==> config.mk <==
export PLATFORM = sky130hd
export DESIGN_NAME = mem_sram_controller_flat
export DESIGN_NICKNAME = d
export VERILOG_FILES = /design/src/rtl/mem_sram_controller_pkg.sv /design/src/rtl/mem_sram_controller_if.sv /design/src/rtl/mem_sram_controller_phase_counter.sv /design/src/rtl/mem_sram_controller.sv /design/src/flat_wrapper.sv
export SDC_FILE = /design/constraint.sdc
export NUM_CORES = 1
export LEC_CHECK = 0
export ABC_AREA = 1
export CAP_MARGIN = 20
export CORE_MARGIN = 5
export CORE_UTILIZATION = 33
export DETAILED_ROUTE_END_ITERATION = 8
export MAX_ROUTING_LAYER = met4
export SYNTH_ARGS = -nofsm -noshare
export SYNTH_HDL_FRONTEND = slang
export SYNTH_HIERARCHICAL = 1
export SYNTH_SLANG_ARGS = --single-unit
==> constraint.sdc <==
create_clock -name i_clk -period 1.7 [get_ports i_clk]
set_clock_uncertainty 0.05 [all_clocks]
set_input_delay 0.255 -clock i_clk [delete_from_list [all_inputs] [get_ports i_clk]]
set_output_delay 0.255 -clock i_clk [all_outputs]
set_load 0.005 [all_outputs]
==> src/rtl/mem_sram_controller_pkg.sv <==
// Shared types and helpers for the MEM-stage SRAM controller.
package mem_ctrl_pkg;

    // Access sequencer states: one idle, two half-word phases, one completion cycle.
    typedef enum logic [1:0] {
        IDLE = 2'd0,
        LOW  = 2'd1,
        HIGH = 2'd2,
        DONE = 2'd3
    } state_t;

    localparam logic [31:0] DEFAULT_BASE_ADDR = 32'd1024;

    // Byte address -> SRAM 32-bit word index. The subtraction wraps modulo 2^32,
    // so addresses below the base alias high in the SRAM; no range check is done.
    function automatic logic [31:0] sram_word_addr(input logic [31:0] address,
                                                   input logic [31:0] base = DEFAULT_BASE_ADDR);
        return (address - base) >> 2;
    endfunction

    // Counter width for a 0..n-1 phase count, never less than one bit.
    function automatic int cnt_width(input int n);
        return (n > 1) ? $clog2(n) : 1;
    endfunction

endpackage

==> src/rtl/mem_sram_controller_if.sv <==
// Pipeline-side and SRAM-side signals of the MEM-stage SRAM controller.
// slave = controller view, master = pipeline plus SRAM device view.
interface mem_sram_if #(
    parameter int SRAM_AW = 18
);
    logic               wr_en;
    logic               rd_en;
    logic [31:0]        address;
    logic [31:0]        write_data;
    logic [31:0]        read_data;
    logic               ready;
    logic [SRAM_AW-1:0] sram_addr;
    logic [15:0]        sram_dq_out;
    logic [15:0]        sram_dq_in;
    logic               sram_dq_oe;
    logic               sram_we_n;

    modport slave (
        input  wr_en, rd_en, address, write_data, sram_dq_in,
        output read_data, ready, sram_addr, sram_dq_out, sram_dq_oe, sram_we_n
    );

    modport master (
        output wr_en, rd_en, address, write_data, sram_dq_in,
        input  read_data, ready, sram_addr, sram_dq_out, sram_dq_oe, sram_we_n
    );
endinterface

==> src/rtl/mem_sram_controller_phase_counter.sv <==
// Counts the cycles a half-word access is held on the SRAM bus.
module sram_phase_counter
    import mem_ctrl_pkg::*;
#(
    parameter int WAIT_CYCLES = 2,
    parameter int CW          = cnt_width(WAIT_CYCLES)
) (
    input  logic          i_clk,
    input  logic          i_rst,
    input  logic          i_clear,
    input  logic          i_enable,
    output logic [CW-1:0] o_cnt,
    output logic          o_last
);
    localparam logic [CW-1:0] LAST_CNT = CW'(WAIT_CYCLES - 1);

    logic [CW-1:0] r_cnt;

    // Phase counter: clear has priority so a finished phase restarts at zero.
    // NOTE: sequential state uses <= so every flop samples pre-edge values.
    always_ff @(posedge i_clk or negedge i_rst) begin
        if (!i_rst)        r_cnt <= '0;
        else if (i_clear)  r_cnt <= '0;
        else if (i_enable) r_cnt <= r_cnt + 1'b1;
    end

    assign o_cnt  = r_cnt;
    assign o_last = (r_cnt == LAST_CNT);
endmodule

==> src/rtl/mem_sram_controller.sv <==
// MEM-stage controller: splits 32-bit loads/stores into two timed 16-bit
// accesses on an asynchronous SRAM and freezes the pipeline meanwhile.
module mem_sram_controller
    import mem_ctrl_pkg::*;
#(
    parameter int          WAIT_CYCLES = 2,
    parameter logic [31:0] BASE_ADDR   = DEFAULT_BASE_ADDR,
    parameter int          SRAM_AW     = 18
) (
    input  logic      i_clk,
    input  logic      i_rst,
    mem_sram_if.slave bus
);
    localparam int CW = cnt_width(WAIT_CYCLES);

    state_t             r_state;
    state_t             w_next_state;
    logic               r_op_write;
    logic [SRAM_AW-2:0] r_word;
    logic [31:0]        r_wdata;
    logic [31:0]        r_read_data;

    logic               w_req;
    logic [SRAM_AW-2:0] w_word;
    logic [CW-1:0]      w_cnt;
    logic               w_last;
    logic               w_cnt_en;
    logic               w_cnt_clear;
    logic [SRAM_AW-1:0] w_sram_addr;
    logic [15:0]        w_dq_out;
    logic               w_dq_oe;
    logic               w_we_n;

    assign w_req  = bus.wr_en | bus.rd_en;
    assign w_word = (SRAM_AW-1)'(sram_word_addr(bus.address, BASE_ADDR));

    // The counter runs only during the half-word phases and restarts after each one.
    assign w_cnt_en    = (r_state == LOW) || (r_state == HIGH);
    assign w_cnt_clear = !w_cnt_en || w_last;

    sram_phase_counter #(
        .WAIT_CYCLES (WAIT_CYCLES),
        .CW          (CW)
    ) u_phase_counter (
        .i_clk    (i_clk),
        .i_rst    (i_rst),
        .i_clear  (w_cnt_clear),
        .i_enable (w_cnt_en),
        .o_cnt    (w_cnt),
        .o_last   (w_last)
    );

    // State register; reset aborts any access immediately, so a write may be torn.
    always_ff @(posedge i_clk or negedge i_rst) begin
        if (!i_rst) r_state <= IDLE;
        else        r_state <= w_next_state;
    end

    // Next-state logic: an accepted access always runs through DONE, even if flushed.
    // NOTE: the default assignment first keeps this block free of inferred latches.
    always_comb begin
        w_next_state = r_state;
        case (r_state)
            IDLE:    if (w_req)  w_next_state = LOW;
            LOW:     if (w_last) w_next_state = HIGH;
            HIGH:    if (w_last) w_next_state = DONE;
            DONE:                w_next_state = IDLE;
            default:             w_next_state = IDLE;
        endcase
    end

    // Latch the request in IDLE; a store wins over a simultaneous load.
    // NOTE: these holding registers are reset only for deterministic start-up.
    always_ff @(posedge i_clk or negedge i_rst) begin
        if (!i_rst) begin
            r_op_write <= 1'b0;
            r_word     <= '0;
            r_wdata    <= '0;
        end else if ((r_state == IDLE) && w_req) begin
            r_op_write <= bus.wr_en;
            r_word     <= w_word;
            r_wdata    <= bus.write_data;
        end
    end

    // Capture each load half on the last cycle of its phase; stores leave it alone.
    always_ff @(posedge i_clk or negedge i_rst) begin
        if (!i_rst) begin
            r_read_data <= '0;
        end else if (!r_op_write && w_last) begin
            if (r_state == LOW)  r_read_data[15:0]  <= bus.sram_dq_in;
            if (r_state == HIGH) r_read_data[31:16] <= bus.sram_dq_in;
        end
    end

    // SRAM bus drive: only the half-word phases touch the bus; strobes idle high.
    always_comb begin
        w_sram_addr = '0;
        w_dq_out    = '0;
        w_dq_oe     = 1'b0;
        w_we_n      = 1'b1;
        if (r_state == LOW || r_state == HIGH) begin
            w_sram_addr = {r_word, (r_state == HIGH)};
            if (r_op_write) begin
                w_we_n   = 1'b0;
                w_dq_oe  = 1'b1;
                w_dq_out = (r_state == HIGH) ? r_wdata[31:16] : r_wdata[15:0];
            end
        end
    end

    assign bus.sram_addr   = w_sram_addr;
    assign bus.sram_dq_out = w_dq_out;
    assign bus.sram_dq_oe  = w_dq_oe;
    assign bus.sram_we_n   = w_we_n;
    assign bus.read_data   = r_read_data;
    assign bus.ready       = !w_req || (r_state == DONE);
endmodule
==> src/flat_wrapper.sv <==
// flat-port wrapper written by rule: the top's interface ports become plain ports
module mem_sram_controller_flat import mem_ctrl_pkg::*;
#(
    parameter int          WAIT_CYCLES = 2,
    parameter logic [31:0] BASE_ADDR   = DEFAULT_BASE_ADDR,
    parameter int          SRAM_AW     = 18
)
  (i_clk, i_rst, bus_wr_en, bus_rd_en, bus_address, bus_write_data, bus_sram_dq_in, bus_read_data, bus_ready, bus_sram_addr, bus_sram_dq_out, bus_sram_dq_oe, bus_sram_we_n);
  mem_sram_if #(.SRAM_AW(SRAM_AW)) bus_i ();
  input  logic i_clk;
  input  logic i_rst;
  input wire logic [$bits(bus_i.wr_en)-1:0] bus_wr_en;
  input wire logic [$bits(bus_i.rd_en)-1:0] bus_rd_en;
  input wire logic [$bits(bus_i.address)-1:0] bus_address;
  input wire logic [$bits(bus_i.write_data)-1:0] bus_write_data;
  input wire logic [$bits(bus_i.sram_dq_in)-1:0] bus_sram_dq_in;
  output wire logic [$bits(bus_i.read_data)-1:0] bus_read_data;
  output wire logic [$bits(bus_i.ready)-1:0] bus_ready;
  output wire logic [$bits(bus_i.sram_addr)-1:0] bus_sram_addr;
  output wire logic [$bits(bus_i.sram_dq_out)-1:0] bus_sram_dq_out;
  output wire logic [$bits(bus_i.sram_dq_oe)-1:0] bus_sram_dq_oe;
  output wire logic [$bits(bus_i.sram_we_n)-1:0] bus_sram_we_n;
  assign bus_i.wr_en = bus_wr_en;
  assign bus_i.rd_en = bus_rd_en;
  assign bus_i.address = bus_address;
  assign bus_i.write_data = bus_write_data;
  assign bus_i.sram_dq_in = bus_sram_dq_in;
  assign bus_read_data = bus_i.read_data;
  assign bus_ready = bus_i.ready;
  assign bus_sram_addr = bus_i.sram_addr;
  assign bus_sram_dq_out = bus_i.sram_dq_out;
  assign bus_sram_dq_oe = bus_i.sram_dq_oe;
  assign bus_sram_we_n = bus_i.sram_we_n;
  mem_sram_controller #(.WAIT_CYCLES(WAIT_CYCLES), .BASE_ADDR(BASE_ADDR), .SRAM_AW(SRAM_AW)) u_core (.i_clk(i_clk), .i_rst(i_rst), .bus(bus_i));
endmodule
==> metrics.cfg, run 1 <==
[critical_path]
max_stage_delay_ns = 0.39
critPathKind = flip-flop to output pin
crit_required_ns = 1.39
reg2regPathDepth = 8
startpoint = u_core/r_state[0]$_DFFE_PN0P_
worstPathMaxFanout = 4
critPathLaunchType = flip-flop
r2r-end = u_core/bus.read_data[29]$_DFFE_PN0P_
end_kind = output pin
reg2reg_slack_ns = 0.08
reg2reg_from = u_core/r_state[0]$_DFFE_PN0P_
crit_top_cell = buf_4
crit_slowest_cell = dfrtp_1
crit_chain = inv_2 -> ha_4 -> clkinv_4 -> buf_4 -> buf_4 -> nor2_2 -> nor3_4 -> buf_2
cp.arrival_ns = 1.67
crit_end = bus_sram_dq_out[7]

[logic_synthesis]
synth_seq_area_share_pct = 55.3
synth.area.top_cells = dfrtp_1 55%, nand2_1 20%, o21ai_0 5.2%
syn-num-nets = 579
ys_seq_elements = 85
synth_area_mm2 = 0.00385
yosysWarnings = 6
synth_top_area_share_pct = 55.3
synthDistinctLibCells = 18
avgSynthCellArea_um2 = 7.87
yosys.area.top_type = dfrtp_1
synthCells = 489

[status]
violations = negative setup slack
outcome = finished, violations left

[finish]
layout-drive-gt1-share_pct = 24.9
antenna_cells = 0
final_cells = 801
area_growth_pct = 63.6
final_core_util_pct = 55.1
final_area_mm2 = 0.00629
finalNetCount = 744

[routing]
drt_iter0_drc = 226
firstDrtPassIters = 4
drt-wirelength-per-cell_um = 14.1
ant_nets = 0
drc = 0
routed_wl_um = 11300
vias = 3639
avgViaCountPerCell = 4.54

[flow_run]
drv_cap = 0

[sta]
maxSlewHeadroom_pct = 77.1
holdWs_ns = 0.234
fin_crit_sh_pct = 116
grt_setup_unrepaired = yes
drv_slew = 0
timing.fmax_ghz = 0.507
hold_viol_final = 0
fin_crit_ns = 1.97
fin_ws_ns = -0.273
finalSetupViolations = 36
tightestPinTransition_ns = 0.344

[clocking]
clk_transition_reported_paths_ns = 0.06
numCtsBuffers = 9
clockRootBuffer = clkbuf_16
ctsHtreeMaxLevel = 3
cts_tree = yes
clkSinkCount = 85
clock_latency_ns = 0.33
cts_max_path_buffers = 2

[placement]
place_inst = 764
hpwlAfterDp_um = 7600
postPlaceCellArea_mm2 = 0.00547
place_congestion = 0.879
port_buffers = 137

[power_and_ir_drop]
power_density_mw_per_mm2 = 2050
leakage_nw = 3.24
p_total_w = 0.0129
ir_worst_vdd_uv = 1030

[floorplan]
design.die.area_mm2 = 0.0139
coreArea_mm2 = 0.0114
start_util_pct = 33.7
die_y_um = 118
rows = 39
fp.dieW_um = 118
io_pins = 153

[global_routing]
grt_overflow = 0
grt_pass1_wl_um = 18900
grt_pass1_vias = 3735
grtUsageTotal_pct = 17.2
antenna_found_initial = 0
grt_max_degree = 51

[min_path]
worstHoldPathType = primary input to asynchronous set/reset pin

cell usage after synthesis:
| library cell | instances |
|---|---|
| a21oi_1 | 2 |
| a31oi_1 | 3 |
| buf_2 | 14 |
| buf_4 | 3 |
| buf_6 | 2 |
| clkbuf_1 | 4 |
| dfrtp_1 | 85 |
| ha_1 | 6 |
| inv_1 | 51 |
| inv_2 | 2 |
| nand2_1 | 203 |
| nand3_1 | 10 |
| nor2_1 | 45 |
| nor2_2 | 1 |
| nor2_4 | 1 |
| nor3_1 | 15 |
| o21ai_0 | 40 |
| or2_2 | 2 |
registers in the layout, indices dropped and copies added (netlist names):
signal	flops
u_core/bus.read_data	32
u_core/r_state	2
u_core/r_word	17
u_core/r_op_write	1
u_core/u_phase_counter/o_cnt	1
u_core/r_wdata	32
final cells by class:
type / instances / area, um^2
fillers: 1073 / 5130
flip-flops and latches: 85 / 2130
well taps: 143 / 179
inverters: 53 / 206
multi-input cells: 328 / 1660
clock buffers: 12 / 267
clock inverters: 3 / 67.6
repair buffers: 177 / 1790
metal layers:
metal	routed length, um	track usage, %	vias up
met5	0	-	-
met4	112	3.44	0
met3	661	5.62	11
met2	5440	27.4	115
met1	5050	21.5	1704
li1	-	-	1809
cells by family after synthesis:
family | Yosys count | synth area share [%]
AO/OA/AOI/OAI | 45 | 5.95
adder cells (fa/ha/maj) | 6 | 1.95
buffers and inverters | 76 | 8.56
flip-flops | 85 | 55.3
AND/OR/NAND/NOR | 277 | 28.2
power by group:
group / total [W] / switching, W / internal (W)
Clock: 0.00216 / 0.000763 / 0.00140
Combinational: 0.00702 / 0.00323 / 0.00379
Sequential: 0.00373 / 0.000687 / 0.00305
metrics by stage:
step                TNS (ns)  worst slack, ns
global placement       -7.69           -0.252
CTS                    -6.36           -0.277
detailed placement     -8.73           -0.304
global route           -8.71           -0.351
finish                 -6.56           -0.273
floorplan                  0           0.0428
layout by cell type, fill, tap and decap left out:
master / count
buf_8: 1
nand3_1: 10
nor3_4: 3
clkinv_4: 1
clkinvlp_4: 1
buf_12: 9
inv_1: 31
clkbuf_16: 9
o21ai_0: 37
or2_2: 2
nor2_1: 36
inv_2: 20
nand2_1: 184
a21oi_1: 1
bufinv_16: 2
a31oi_1: 3
inv_4: 1
nand2_2: 6
clkbuf_2: 1
buf_16: 3
buf_4: 20
dfrtp_1: 85
o21ai_1: 3
nor3_2: 12
clkbuf_8: 3
ha_4: 2
buf_6: 22
clkdlybuf4s50_1: 99
nand2_4: 13
nor2_2: 8
buf_2: 21
ha_1: 4
a21oi_2: 1
dlygate4sd3_1: 1
nor2_4: 3
timing repair:
action                                  in CTS  in global routing
pin swaps                                    4                  4
endpoints found under the hold margin       58                  0
hold buffers                                 1                  0
gates cloned                                 3                  0
buffers inserted                            15                  4
resized for setup                          234                 39
endpoints found under the setup margin      50                 37
worst max-delay path: cells and delay by family (launching register included):
| family | cells | cell delay (ns) |
|---|---|---|
| simple gates | 2 | 0.16 |
| buf+inv | 5 | 0.59 |
| fa+ha+maj | 1 | 0.18 |
| flops | 1 | 0.39 |
worst min-delay path by stage:
stage | end | cells after the start
after detailed placement | u_core/r_wdata[17]$_DFFE_PN0P_ | 1
after floorplan | u_core/bus.read_data[0]$_DFFE_PN0P_ | 0
after global routing | u_core/r_wdata[19]$_DFFE_PN0P_ | 2
after global placement | u_core/r_wdata[17]$_DFFE_PN0P_ | 1
after CTS | u_core/r_wdata[16]$_DFFE_PN0P_ | 2
final | u_core/r_wdata[16]$_DFFE_PN0P_ | 2
Power figures use the tool's default switching activity.
==> inputs of run 2 (changes only) <==
CORE_ASPECT_RATIO = 1.5   (was default)
TNS_END_PERCENT = 10   (was default)
==> metrics.cfg, run 2 (same netlist as run 1, synthesis figures left out) <==
[status]
outcome = finished, violations left  ; unchanged
violations = negative setup slack  ; unchanged

[clocking]
clkSinkCount = 85  ; unchanged
clockRootBuffer = clkbuf_16  ; unchanged
ctsHtreeMaxLevel = 3  ; unchanged
clock_latency_ns = 0.33  ; about the same
numCtsBuffers = 9  ; unchanged
cts_max_path_buffers = 2  ; unchanged
clk_transition_reported_paths_ns = 0.06  ; about the same
cts_tree = yes  ; unchanged

[routing]
ant_nets = 0  ; unchanged
firstDrtPassIters = 4  ; unchanged
drt_iter0_drc = 132  ; was 226
avgViaCountPerCell = 4.53  ; was 4.54
met3_length_um = 821  ; was 661 um
routed_wl_um = 11300  ; about the same
highest_layer = met4  ; unchanged
drt-wirelength-per-cell_um = 14.0  ; was 14.1 um
route.met2.wl_um = 5370  ; was 5440 um
wl_met1_um = 4910  ; was 5050 um
drc = 0  ; unchanged
vias = 3663  ; was 3639

[global_routing]
grt_pass1_vias = 3685  ; was 3735
antenna_found_initial = 0  ; unchanged
grtUsageTotal_pct = 17.0  ; was 17.2%
grt_max_degree = 49  ; was 51
grt_pass1_wl_um = 18400  ; was 18900 um
grt_overflow = 0  ; unchanged

[floorplan]
die_y_um = 142  ; was 118 um
start_util_pct = 33.5  ; was 33.7%
rows = 48  ; was 39
io_pins = 153  ; unchanged
fp.dieW_um = 98.2  ; was 118 um
design.die.area_mm2 = 0.0140  ; was 0.0139 mm^2
coreArea_mm2 = 0.0115  ; was 0.0114 mm^2

[critical_path]
worstPathMaxFanout = 5  ; was 4
reg2reg_slack_ns = 0.18  ; was 0.08 ns
reg2regPathDepth = 8  ; unchanged
crit_chain = inv_2 -> ha_4 -> bufbuf_16 -> buf_4 -> nand2_1 -> inv_1 -> buf_2  ; was inv_2 -> ha_4 -> clkinv_4 -> buf_4 -> buf_4 -> nor2_2 -> nor3_4 -> buf_2
end_kind = output pin  ; unchanged
crit_slowest_cell = dfrtp_1  ; unchanged
max_stage_delay_ns = 0.39  ; about the same
crit_required_ns = 1.39  ; about the same
cp.arrival_ns = 1.69  ; was 1.67 ns
reg2reg_from = u_core/r_state[1]$_DFFE_PN0P_  ; was u_core/r_state[0]$_DFFE_PN0P_
r2r-end = u_core/r_state[1]$_DFFE_PN0P_  ; was u_core/bus.read_data[29]$_DFFE_PN0P_
cp_num_buf_inv = 5  ; unchanged
critical-path-top-delay-family = buffers and inverters  ; unchanged
critPathKind = flip-flop to output pin  ; unchanged
critPathLaunchType = flip-flop  ; unchanged

[finish]
final_cell_mix = 195 x nand2_1, 99 x clkdlybuf4s50_1, 85 x dfrtp_1  ; was 184 x nand2_1, 99 x clkdlybuf4s50_1, 85 x dfrtp_1
layout-drive-gt1-share_pct = 20.5  ; was 24.9%
antenna_cells = 0  ; unchanged
area_growth_pct = 58.5  ; was 63.6%
final_common_cell = nand2_1  ; unchanged
finalNetCount = 744  ; unchanged

[flow_run]
drv_cap = 0  ; unchanged

[sta]
finalSetupViolations = 36  ; unchanged
timing.fmax_ghz = 0.502  ; was 0.507 GHz
grt_setup_unrepaired = yes  ; unchanged
drv_slew = 0  ; unchanged
fin_ws_ns = -0.293  ; was -0.273 ns
hold_viol_final = 0  ; unchanged
tightestPinTransition_ns = 0.396  ; was 0.344 ns
fin_crit_sh_pct = 117  ; was 116%
maxSlewHeadroom_pct = 73.6  ; was 77.1%
fin_crit_ns = 1.99  ; was 1.97 ns

[placement]
place_congestion = 0.844  ; was 0.879
hpwlAfterDp_um = 7800  ; was 7600 um
port_buffers = 137  ; unchanged
dpl_worst_slack_ns = -0.390  ; was -0.304 ns

[min_path]
worstHoldPathType = primary input to asynchronous set/reset pin  ; unchanged

[power_and_ir_drop]
power_density_mw_per_mm2 = 1960  ; was 2050 mW/mm^2
leakage_nw = 3.18  ; was 3.24 nW
p_total_w = 0.0120  ; was 0.0129 W
ir_worst_vdd_uv = 912  ; was 1030 uV

run 2: routing by layer:
metal | vias to the layer above | track usage [%]
li1 | 1815 | -
met1 | 1699 | 21.0
met2 | 134 | 26.5
met3 | 15 | 4.86
met4 | 0 | 6.19
met5 | - | -
run 2: area by class of cell:
cell class | instances | area, um^2
inverters | 53 | 201
fillers | 1051 | 5380
well taps | 150 | 188
multi-input cells | 328 | 1580
clock buffers | 13 | 260
clock inverters | 3 | 43.8
repair buffers | 177 | 1690
flip-flops and latches | 85 | 2130
run 2: through the flow:
| step | instances | hold WS, ns | TNS [ns] | util, % | area [um^2] |
|---|---|---|---|---|---|
| floorplan | 489 | -0.0906 | 0 | - | 3850 |
| global placement | 777 | 0.155 | -8.27 | 48.0 | 5500 |
| detailed placement | 777 | 0.161 | -9.91 | 48.0 | 5500 |
| CTS | 806 | 0.339 | -8.52 | 52.9 | 6070 |
| global route | 809 | 0.373 | -9.80 | 53.1 | 6100 |
| finish | 809 | 0.343 | -7.65 | 53.1 | 6100 |
run 2: how the worst max path moves through the flow:
stage	from	endpoint	slack (ns)	cells past startpoint
floorplan	u_core/r_state[0]$_DFFE_PN0P_	bus_sram_dq_out[10]	0.04	7
global placement	u_core/r_state[1]$_DFFE_PN0P_	bus_sram_dq_out[5]	-0.30	6
detailed placement	u_core/r_state[1]$_DFFE_PN0P_	bus_sram_dq_out[6]	-0.39	6
CTS	u_core/r_state[0]$_DFFE_PN0P_	bus_sram_addr[4]	-0.30	6
global route	u_core/r_state[1]$_DFFE_PN0P_	bus_sram_dq_out[4]	-0.36	7
finish	u_core/r_state[0]$_DFFE_PN0P_	bus_sram_addr[13]	-0.29	7
run 2: where the power goes:
part | switching (W) | internal, W | total (W)
clock | 0.000777 | 0.00122 | 0.00200
combinational | 0.00297 | 0.00333 | 0.00630
sequential | 0.000623 | 0.00305 | 0.00367
total | 0.00437 | 0.00760 | 0.0120
run 2: timing repair:
item / in CTS / in global routing
gates resized for setup: 174 / 31
hold buffers: 1 / 0
endpoints found under the hold margin: 26 / 0
setup endpoints to repair: 37 / 37
pin swaps: 19 / 2
setup buffers: 8 / 3
cloned: 4 / 0
run 2: worst register-to-register path, delay by kind of cell (launching register included):
| family | cells | cell delay, ns |
|---|---|---|
| compound gates | 2 | 0.22 |
| fa+ha+maj | 1 | 0.19 |
| buf+inv | 3 | 0.33 |
| flops | 1 | 0.38 |
| simple gates | 2 | 0.24 |
